### src/rtl/ct_result_drain_pkg.sv
// ct_result_drain_pkg : shared types and helpers for the result-drain block (rev 1.0)
`default_nettype none

`ifndef N
`define N 16
`endif
`ifndef K
`define K 16
`endif

package ct_result_drain_pkg;

   typedef enum logic [1:0] {
      ST_IDLE  = 2'd0,
      ST_READ  = 2'd1,
      ST_FLUSH = 2'd2,
      ST_DONE  = 2'd3
   } ct_drain_state_t;

   // Two spare slots beyond the read latency keep reads streaming while the sink accepts.
   function automatic int fifo_depth(input int rd_lat);
      return rd_lat + 2;
   endfunction

endpackage

`default_nettype wire

### src/rtl/ct_result_drain_bram_if.sv
// DPBRAMInterface : one port of a dual-port BRAM (rev 1.0)
`default_nettype none

interface DPBRAMInterface #(
   parameter int AW = 4,
   parameter int DW = 16
);
   logic          en;
   logic          we;
   logic [AW-1:0] addr;
   logic [DW-1:0] rdata;

   modport reader (output en, output we, output addr, input rdata);
   modport memory (input en, input we, input addr, output rdata);
endinterface

`default_nettype wire

### src/rtl/ct_result_drain_coef_fifo.sv
// coef_fifo : small synchronous FIFO with occupancy count, any depth >= 2 (rev 1.0)
`default_nettype none

module coef_fifo #(
   parameter int WIDTH = 32,
   parameter int DEPTH = 3,
   parameter int CW    = $clog2(DEPTH + 1)
) (
   input  logic             clk,
   input  logic             reset,
   input  logic             push,
   input  logic [WIDTH-1:0] push_data,
   input  logic             pop,
   output logic [WIDTH-1:0] head,
   output logic             full,
   output logic             empty,
   output logic [CW-1:0]    count
);
   localparam int AW = (DEPTH > 1) ? $clog2(DEPTH) : 1;

   logic [WIDTH-1:0] mem [DEPTH];
   logic [AW-1:0]    wr_ptr;
   logic [AW-1:0]    rd_ptr;
   logic             do_push;
   logic             do_pop;

   assign full    = (count == CW'(DEPTH));
   assign empty   = (count == '0);
   assign do_push = push && !full;
   assign do_pop  = pop && !empty;
   assign head    = mem[rd_ptr];

   always_ff @(posedge clk) begin
      if (!reset) begin
         wr_ptr <= '0;
         rd_ptr <= '0;
         count  <= '0;
      end else begin
         if (do_push) begin
            mem[wr_ptr] <= push_data;
            wr_ptr      <= (wr_ptr == AW'(DEPTH - 1)) ? '0 : wr_ptr + AW'(1);
         end
         if (do_pop) begin
            rd_ptr <= (rd_ptr == AW'(DEPTH - 1)) ? '0 : rd_ptr + AW'(1);
         end
         // Simultaneous push and pop leaves the count unchanged.
         case ({do_push, do_pop})
            2'b10:   count <= count + CW'(1);
            2'b01:   count <= count - CW'(1);
            default: count <= count;
         endcase
      end
   end

endmodule

`default_nettype wire

### src/rtl/ct_result_drain.sv
// ct_result_drain : streams {c1_pt[i], c0_pt[i]} out of two BRAMs with credit-based flow control (rev 1.0)
`default_nettype none

module ct_result_drain
   import ct_result_drain_pkg::*;
#(
   parameter int N      = `N,
   parameter int K      = `K,
   parameter int RD_LAT = 1
) (
   input  logic           clk,
   input  logic           reset,
   input  logic           start,
   DPBRAMInterface.reader c0_pt_bram,
   DPBRAMInterface.reader c1_pt_bram,
   output logic           m_valid,
   input  logic           m_ready,
   output logic [2*K-1:0] m_data,
   output logic           m_last,
   output logic           done
);
   localparam int DEPTH = fifo_depth(RD_LAT);
   localparam int IW    = (N > 1) ? $clog2(N) : 1;
   localparam int CW    = $clog2(DEPTH + 1);
   localparam int OW    = CW + 1;

   ct_drain_state_t   state;
   logic [IW-1:0]     rd_idx;
   logic [IW-1:0]     beat_idx;
   logic [RD_LAT-1:0] in_flight;
   logic              rd_en;
   logic              pop;
   logic              fifo_full;
   logic              fifo_empty;
   logic [CW-1:0]     fifo_count;
   logic [2*K-1:0]    fifo_head;
   logic [OW-1:0]     outstanding;

   // Every issued read owns a FIFO slot until the sink takes it.
   always_comb begin
      outstanding = OW'(fifo_count);
      for (int i = 0; i < RD_LAT; i++) begin
         outstanding = outstanding + OW'(in_flight[i]);
      end
   end

   assign m_valid = !fifo_empty;
   assign pop     = m_valid && m_ready;
   assign rd_en   = (state == ST_READ) && !fifo_full
                    && ((outstanding - OW'(pop)) < OW'(DEPTH));
   assign m_data  = m_valid ? fifo_head : '0;
   assign m_last  = m_valid && (beat_idx == IW'(N - 1));

   assign c0_pt_bram.en   = rd_en;
   assign c0_pt_bram.we   = 1'b0;
   assign c0_pt_bram.addr = rd_idx;
   assign c1_pt_bram.en   = rd_en;
   assign c1_pt_bram.we   = 1'b0;
   assign c1_pt_bram.addr = rd_idx;

   coef_fifo #(
      .WIDTH (2 * K),
      .DEPTH (DEPTH),
      .CW    (CW)
   ) u_fifo (
      .clk       (clk),
      .reset     (reset),
      .push      (in_flight[RD_LAT-1]),
      .push_data ({c1_pt_bram.rdata, c0_pt_bram.rdata}),
      .pop       (pop),
      .head      (fifo_head),
      .full      (fifo_full),
      .empty     (fifo_empty),
      .count     (fifo_count)
   );

   always_ff @(posedge clk) begin
      if (!reset) begin
         state     <= ST_IDLE;
         rd_idx    <= '0;
         beat_idx  <= '0;
         in_flight <= '0;
         done      <= 1'b0;
      end else begin
         in_flight[0] <= rd_en;
         for (int i = 1; i < RD_LAT; i++) begin
            in_flight[i] <= in_flight[i-1];
         end
         if (pop)   beat_idx <= beat_idx + IW'(1);
         if (rd_en) rd_idx   <= rd_idx + IW'(1);

         case (state)
            ST_IDLE: begin
               if (start) begin
                  state    <= ST_READ;
                  rd_idx   <= '0;
                  beat_idx <= '0;
               end
            end
            ST_READ: begin
               if (rd_en && (rd_idx == IW'(N - 1))) state <= ST_FLUSH;
            end
            ST_FLUSH: begin
               if (pop && m_last) begin
                  state <= ST_DONE;
                  done  <= 1'b1;
               end
            end
            ST_DONE: begin
               if (!start) begin
                  state <= ST_IDLE;
                  done  <= 1'b0;
               end
            end
            default: state <= ST_IDLE;
         endcase
      end
   end

endmodule

`default_nettype wire

### src/flat_wrapper.sv
// flat-port wrapper written by rule: the top's interface ports become plain ports
module ct_result_drain_flat import ct_result_drain_pkg::*;
#(
   parameter int N      = `N,
   parameter int K      = `K,
   parameter int RD_LAT = 1
)
  (clk, reset, start, m_valid, m_ready, m_data, m_last, done, c0_pt_bram_en, c0_pt_bram_we, c0_pt_bram_addr, c0_pt_bram_rdata, c1_pt_bram_en, c1_pt_bram_we, c1_pt_bram_addr, c1_pt_bram_rdata);
  DPBRAMInterface c0_pt_bram_i ();
  DPBRAMInterface c1_pt_bram_i ();
  input  logic clk;
  input  logic reset;
  input  logic start;
  output logic m_valid;
  input  logic m_ready;
  output logic [2*K-1:0] m_data;
  output logic m_last;
  output logic done;
  output wire logic [$bits(c0_pt_bram_i.en)-1:0] c0_pt_bram_en;
  output wire logic [$bits(c0_pt_bram_i.we)-1:0] c0_pt_bram_we;
  output wire logic [$bits(c0_pt_bram_i.addr)-1:0] c0_pt_bram_addr;
  input wire logic [$bits(c0_pt_bram_i.rdata)-1:0] c0_pt_bram_rdata;
  output wire logic [$bits(c1_pt_bram_i.en)-1:0] c1_pt_bram_en;
  output wire logic [$bits(c1_pt_bram_i.we)-1:0] c1_pt_bram_we;
  output wire logic [$bits(c1_pt_bram_i.addr)-1:0] c1_pt_bram_addr;
  input wire logic [$bits(c1_pt_bram_i.rdata)-1:0] c1_pt_bram_rdata;
  assign c0_pt_bram_en = c0_pt_bram_i.en;
  assign c0_pt_bram_we = c0_pt_bram_i.we;
  assign c0_pt_bram_addr = c0_pt_bram_i.addr;
  assign c0_pt_bram_i.rdata = c0_pt_bram_rdata;
  assign c1_pt_bram_en = c1_pt_bram_i.en;
  assign c1_pt_bram_we = c1_pt_bram_i.we;
  assign c1_pt_bram_addr = c1_pt_bram_i.addr;
  assign c1_pt_bram_i.rdata = c1_pt_bram_rdata;
  ct_result_drain #(.N(N), .K(K), .RD_LAT(RD_LAT)) u_core (.clk(clk), .reset(reset), .start(start), .c0_pt_bram(c0_pt_bram_i), .c1_pt_bram(c1_pt_bram_i), .m_valid(m_valid), .m_ready(m_ready), .m_data(m_data), .m_last(m_last), .done(done));
endmodule
### config.mk
export PLATFORM = sky130hd
export DESIGN_NAME = ct_result_drain_flat
export DESIGN_NICKNAME = d
export VERILOG_FILES = /design/src/rtl/ct_result_drain_pkg.sv /design/src/rtl/ct_result_drain_bram_if.sv /design/src/rtl/ct_result_drain_coef_fifo.sv /design/src/rtl/ct_result_drain.sv /design/src/flat_wrapper.sv
export SDC_FILE = /design/constraint.sdc
export NUM_CORES = 1
export LEC_CHECK = 0
export BUFFER_PORTS_ARGS = -buffer_cell sky130_fd_sc_hd__buf_2
export CAP_MARGIN = 20
export CORE_AREA = 2 2 122 124
export DETAILED_ROUTE_END_ITERATION = 12
export DIE_AREA = 0 0 124 126
export PLACE_DENSITY = 0.61
export SETUP_SLACK_MARGIN = 0.05
export SYNTH_ARGS = -nofsm -noshare
export SYNTH_HDL_FRONTEND = slang
export SYNTH_HIERARCHICAL = 1
export SYNTH_SLANG_ARGS = --single-unit
### constraint.sdc
create_clock -name clk -period 5.3 [get_ports clk]
set_clock_uncertainty 0.05 [all_clocks]
set_input_delay 1.06 -clock clk [delete_from_list [all_inputs] [get_ports clk]]
set_output_delay 1.06 -clock clk [all_outputs]
set_load 0.01 [all_outputs]
; Word-level counts from Yosys, hierarchy flattened
; Memory sizes are Yosys's and may differ from the RTL's. A register that Yosys moved wholly into a read port is not among the register bits.
; Index checks and enable logic that the tools add are counted.
[totals]
input_bits = 36
regBits = 18
mem_bits_rw = 96
mem_count = 1
[classes]
eq_ne = 14
n_reduce_logical = 16
mux = 23
n_lt_le_gt_ge = 1
addsub = 8
[mem_list]
columns = memory, words, word_bits, rd, rd_clocked_by_memory_dff, wr, line_no
row1 = u_core.u_fifo.mem, 3, 32, 1, 1, 1, ct_result_drain_coef_fifo.sv:21  ; logic [WIDTH-1:0] mem [DEPTH];
[ops]
columns = operator, n
row1 = $mux W32, 1
row2 = $mux W4, 6
row3 = $mux W2, 8
row4 = $eq A2 B2 Y1 const B, 6
row5 = $add A4 B1 Y4 const B, 2
row6 = $eq A4 B4 Y1 const B, 2
row7 = $logic_and A1 B1 Y1, 8
row8 = $pmux W2 S4, 1
row9 = $add A2 B1 Y2 const B, 3
row10 = $ne A2 B2 Y1 const B, 3
row11 = $mux W1, 5
row12 = $eq A2 B1 Y1 const B, 2
row13 = $logic_not A2 Y1, 2
row14 = $pmux W2 S2, 1
row15 = $reduce_and A4 Y1, 1
row16 = $reduce_bool A2 Y1, 2
row17 = $add A2 B1 Y3, 1
row18 = $lt A3 B2 Y1 const B, 1
row19 = $reduce_and A3 Y1, 1
row20 = $sub A3 B1 Y3, 1
row21 = $logic_not A1 Y1, 2
row22 = $ne A2 B1 Y1 const B, 1
row23 = $pmux W1 S2, 1
row24 = $sub A2 B1 Y2 const B, 1

; Longest topological paths before layout
[depth]
word_depth = 9
depth_mapped = 11

; By module
; The synthesis kept the hierarchy.
[by_module_without_submodules]
columns = module, cells_per_inst, area_each_um2, instances
row1 = coef_fifo, 240, 3881.2, 1
row2 = ct_result_drain, 123, 1004.7, 1

; Worst setup path after synthesis
; Ideal clock, no wire load.
[synth_path]
path_type = input port to flip-flop
startpoint = input port reset
endpoint = memory u_core.u_fifo.mem[2][0] (enable)
t_arrival_ps = 3536
required_time_ps = 4782
path_buffers = 0
path_stages = 2
path_slack_ps = 1247
path_cell_list = nand2_1 -> nor3b_1
[synth_between]
elab_chain_cells = 2
[synth_lines]
columns = element, line_no
row1 = from (decl), flat_wrapper.sv:12  ; input logic reset;
row2 = $mux W1, ct_result_drain_coef_fifo.sv:34  ; if (!reset) begin
row3 = $mux W1 (implied by the code), ct_result_drain_coef_fifo.sv:40  ; mem[wr_ptr] <= push_data;
row4 = to (decl), ct_result_drain_coef_fifo.sv:21
; Every way passes these cells.

; Worst setup path in the final report
[layout_path]
startpoint = input port m_ready
endpoint = output port c0_pt_bram_en
[layout_between]
elab_chain_cells = 4
[layout_lines]
columns = element, line_no
row1 = from (decl), flat_wrapper.sv:15  ; input logic m_ready;
row2 = $logic_and A1 B1 Y1, ct_result_drain.sv:48  ; assign pop = m_valid && m_ready;
row3 = $sub A3 B1 Y3, ct_result_drain.sv:50  ; && ((outstanding - OW'(pop)) < OW'(DEPTH));
row4 = $lt A3 B2 Y1, ct_result_drain.sv:50
row5 = $logic_and A1 B1 Y1, ct_result_drain.sv:50
row6 = to (decl), flat_wrapper.sv:19  ; output wire logic [$bits(c0_pt_bram_i.en)-1:0] c0_pt_bram_en;
; Every way passes these cells.

==> results.md <==
Outcome:
- The flow ran to the end, and the final reports show no timing, DRC or antenna violations.

Yosys:
- The number of flops mapped to enable cells by yosys is 96.
- The most used flip-flop cell after synthesis is edfxtp_1.
- Sorting the synthesized cells by area gives the leading types as edfxtp_1, dfxtp_1, mux2i_1.
- The biggest area contributor in the post-synthesis netlist is edfxtp_1.
- The register area share after synthesis is 0.672.
- The count of distinct cell types in the synthesized netlist is 39.
- The area of the mapped netlist is 4890 µm².
- The mean area per synthesized cell is about 13 µm².
- In the synthesized netlist the async set-or-reset flop fraction comes to 0.
- The synthesized design contains 116 register bits.
- The share of synthesized area in the top cell type comes to 0.590.
- For this run, the number of Yosys warnings is 6.
- Synthesis produced 363 cells.

Floorplanning:
- The region available for standard cell placement spans 14300 µm².
- The number of top-level pins is 83.
- Measured along the y axis, the die boundary spans 126 µm.
- The die covers 15600 µm².
- The initial utilization of the core area, before any placement, comes to 0.341.
- The die is 124 µm wide.
- The initialized floorplan defines between 40 and 50 standard-cell rows.

Finish:
- The final-stage net count is about 490.
- In the final layout, the share of cells above drive strength 1 is 0.278.
- The area growth from synthesis to layout is 23.9%.
- The final non-filler cell total is 644.
- The number of inserted diodes is 0.
- Leaving out fill and tap cells, the most frequent cell in the layout is edfxtp_1.
- In the layout the commonest cells are edfxtp_1, buf_2, nand2_1, mux2i_1, o21ai_0.

CTS:
- Clock latency on the worst-skew pair, taken at its later pin, is about 0.40 ns.
- The total number of H-tree levels is 4.
- The number of buffers between clock root and the deepest sink is 2.
- Buffers inserted to repair hold after CTS numbered 0.
- The tree built by TritonCTS fans out to 116 sinks.
- In this run, post-CTS repair resized a total of 0 instances.
- TritonCTS built the clock tree.
- CTS placed an instance of clkbuf_16 at the clock tree root.
- Buffers inserted during clock tree synthesis total 17.
- The clock transition at the register clock pins on the worst setup and hold paths after CTS is 0.05 ns.
- Post-CTS timing repair inserted 0 buffers for setup.

Flow run:
- The reported max-cap violation count is 0.

Timing:
- For the pin with the worst max-slew slack, the measured transition is 1.09 ns.
- The final hold violation count is 0.
- The worst-case setup margin in the final layout is 1.50 ns.
- The top achievable clock speed is approximately 0.26 GHz.
- Setup violations remaining at the end of the flow were counted as 0.
- The final period utilization is 0.717.
- Measured against its own limit, the worst slew margin works out to 0.275.
- The final setup TNS is 0 ns.
- Setup repair after global routing left no endpoint under its margin.
- Final hold analysis gives a worst-case slack of ~0.43 ns.
- For the finished layout, the period the worst path requires is 3.80 ns.
- The count of pins over their slew limit is 0.

Drt:
- The ratio of routed vias to standard cells is 4.49.
- The first TritonRoute pass finished after 4 iterations.
- After detailed routing, the average wire length per cell comes to 14.0 µm.
- The starting DRC count in detailed routing is ~140.
- The count of nets left with antenna violations once routing finished came out at 0.
- The total number of vias is 2892.
- After detailed routing, the number of remaining DRC violations is 0.
- The wire length reported by the detailed router is 9.04 mm.

Global route:
- The first global-routing pass estimated 14.2 mm of wire.
- The number of global-route vias before repair is 2924.
- The overall overflow remaining after global route is 0.
- The number of antenna violations at the first check in global routing is 1.
- Entering global routing, the biggest net connects 65 pins.
- The total routing usage reported by global routing is 0.123.

Setup path:
- The most repeated library cell on the critical path is buf_2.
- The critical-path maximum fanout is 5.
- Traced cell by cell, the critical path runs through buf_2 -> nand2b_4 -> xnor2_1 -> ha_1 -> inv_1 -> fa_1 -> xnor2_2 -> and3_2 -> buf_2.
- The slowest stage of the critical path belongs to the cell fa_1.
- In this design, the stage delay of the slowest critical-path cell is 0.40 ns.
- The critical path in this run is classified as input port to output pin.
- STA classifies the critical path startpoint as an input port.
- For the worst setup path, the data required time is 4.19 ns.
- STA puts the critical path data arrival time at between 2 and 3 ns.
- STA classifies the critical path endpoint as an output pin.

Pwr:
- The worst-case IR drop observed on VDD is 0.213 mV.
- Power comes to ~2.6 mW.
- The cell area power density is 423 nW/µm².
- The analysis attributes to cell leakage a power of 2.19 nW.

Worst hold path:
- The path class of the lowest-slack min-delay path is flop to flop.

Placement:
- The setup slack after placement is roughly 1.5 ns.
- The global placement routability congestion is 0.759.
- Counting tap cells, the placed design contains a total of between 600 and 700 instances.
- During placement, the flow inserted port buffers numbering 80.
- The wire-length estimate of the detail-placed layout is 5.51 mm.
power by group:
group / switching (mW) / leakage [nW] / internal, mW
sequential: 0.0363 / 1.03 / 1.04
clock: 0.387 / 0.272 / 0.691
combinational: 0.234 / 0.887 / 0.173
total: 0.658 / 2.19 / 1.90
cells in the mapped netlist (4+ instances only):
| master | number |
|---|---|
| and3_1 | 4 |
| buf_2 | 5 |
| buf_4 | 7 |
| clkbuf_1 | 10 |
| dfxtp_1 | 20 |
| edfxtp_1 | 96 |
| ha_1 | 9 |
| inv_1 | 9 |
| mux2i_1 | 37 |
| nand2_1 | 42 |
| nor2_1 | 12 |
| nor2b_1 | 33 |
| o21ai_0 | 34 |
| xnor2_1 | 5 |
| xor2_1 | 4 |
through the flow:
step            util  cell area (µm²)
3_5_place_dp   0.382             5460
4_1_cts        0.422             6030
5_1_grt        0.423             6050
6_report       0.423             6050
2_1_floorplan      -             4890
3_3_place_gp   0.382             5460
flip-flops by register name, indices dropped and copies added (netlist names), named ones only:
register                count
u_core/done                 1
u_core/c0_pt_bram.addr      4
u_core/in_flight            1
u_core/beat_idx             4
u_core/u_fifo/rd_ptr        2
u_core/u_fifo/count         2
u_core/state                2
u_core/u_fifo/mem          96
u_core/u_fifo/wr_ptr        2
routing by layer:
layer | up-vias | GRT usage | share of wire
li1 | 1448 | - | -
met1 | 1372 | 0.133 | 0.41
met2 | 54 | 0.211 | 0.52
met3 | 18 | 0.0494 | 0.050
met4 | 0 | 0.0562 | 0.024
met5 | - | 0 | 0
cell families (layout without fill, tap and decap cells):
| group | Yosys count | after routing | share of synthesized area |
|---|---|---|---|
| xor+xnor | 10 | 10 | 0.0195 |
| flops | 116 | 116 | 0.672 |
| simple gates | 112 | 112 | 0.118 |
| other cells | 1 | 2 | 0.000768 |
| buf+inv | 32 | 128 | 0.0315 |
| mux | 37 | 37 | 0.0758 |
| fa+ha+maj | 10 | 10 | 0.0271 |
| compound gates | 45 | 45 | 0.0551 |
critical path, delay by kind of cell:
| family | cells | cell delay (ns) |
|---|---|---|
| adder cells (fa/ha/maj) | 2 | 0.57 |
| XOR/XNOR | 2 | 0.41 |
| AND/OR/NAND/NOR | 2 | 0.34 |
| buffers and inverters | 3 | 0.29 |
worst paths after layout:
kind / startpoint / endpoint / slack (ns) / depth (start not counted)
max: m_ready / c0_pt_bram_en / 1.50 / 9
min reg2reg: u_core/beat_idx[1] / u_core/beat_idx[1] / 0.43 / 2
min: u_core/beat_idx[1] / u_core/beat_idx[1] / 0.43 / 2
max reg2reg: u_core/u_fifo/count[1] / u_core/state[1] / 2.67 / 10
cell type report:
type	instances	area, µm²
Clock buffer	20	437
Clock inverter	12	133
Inverter	10	38.8
Fill cell	1361	8260
Sequential cell	116	3290
Tap cell	184	230
Multi-Input combinational cell	216	1470
Timing Repair Buffer	86	458
(Power assumes the default switching activity.)
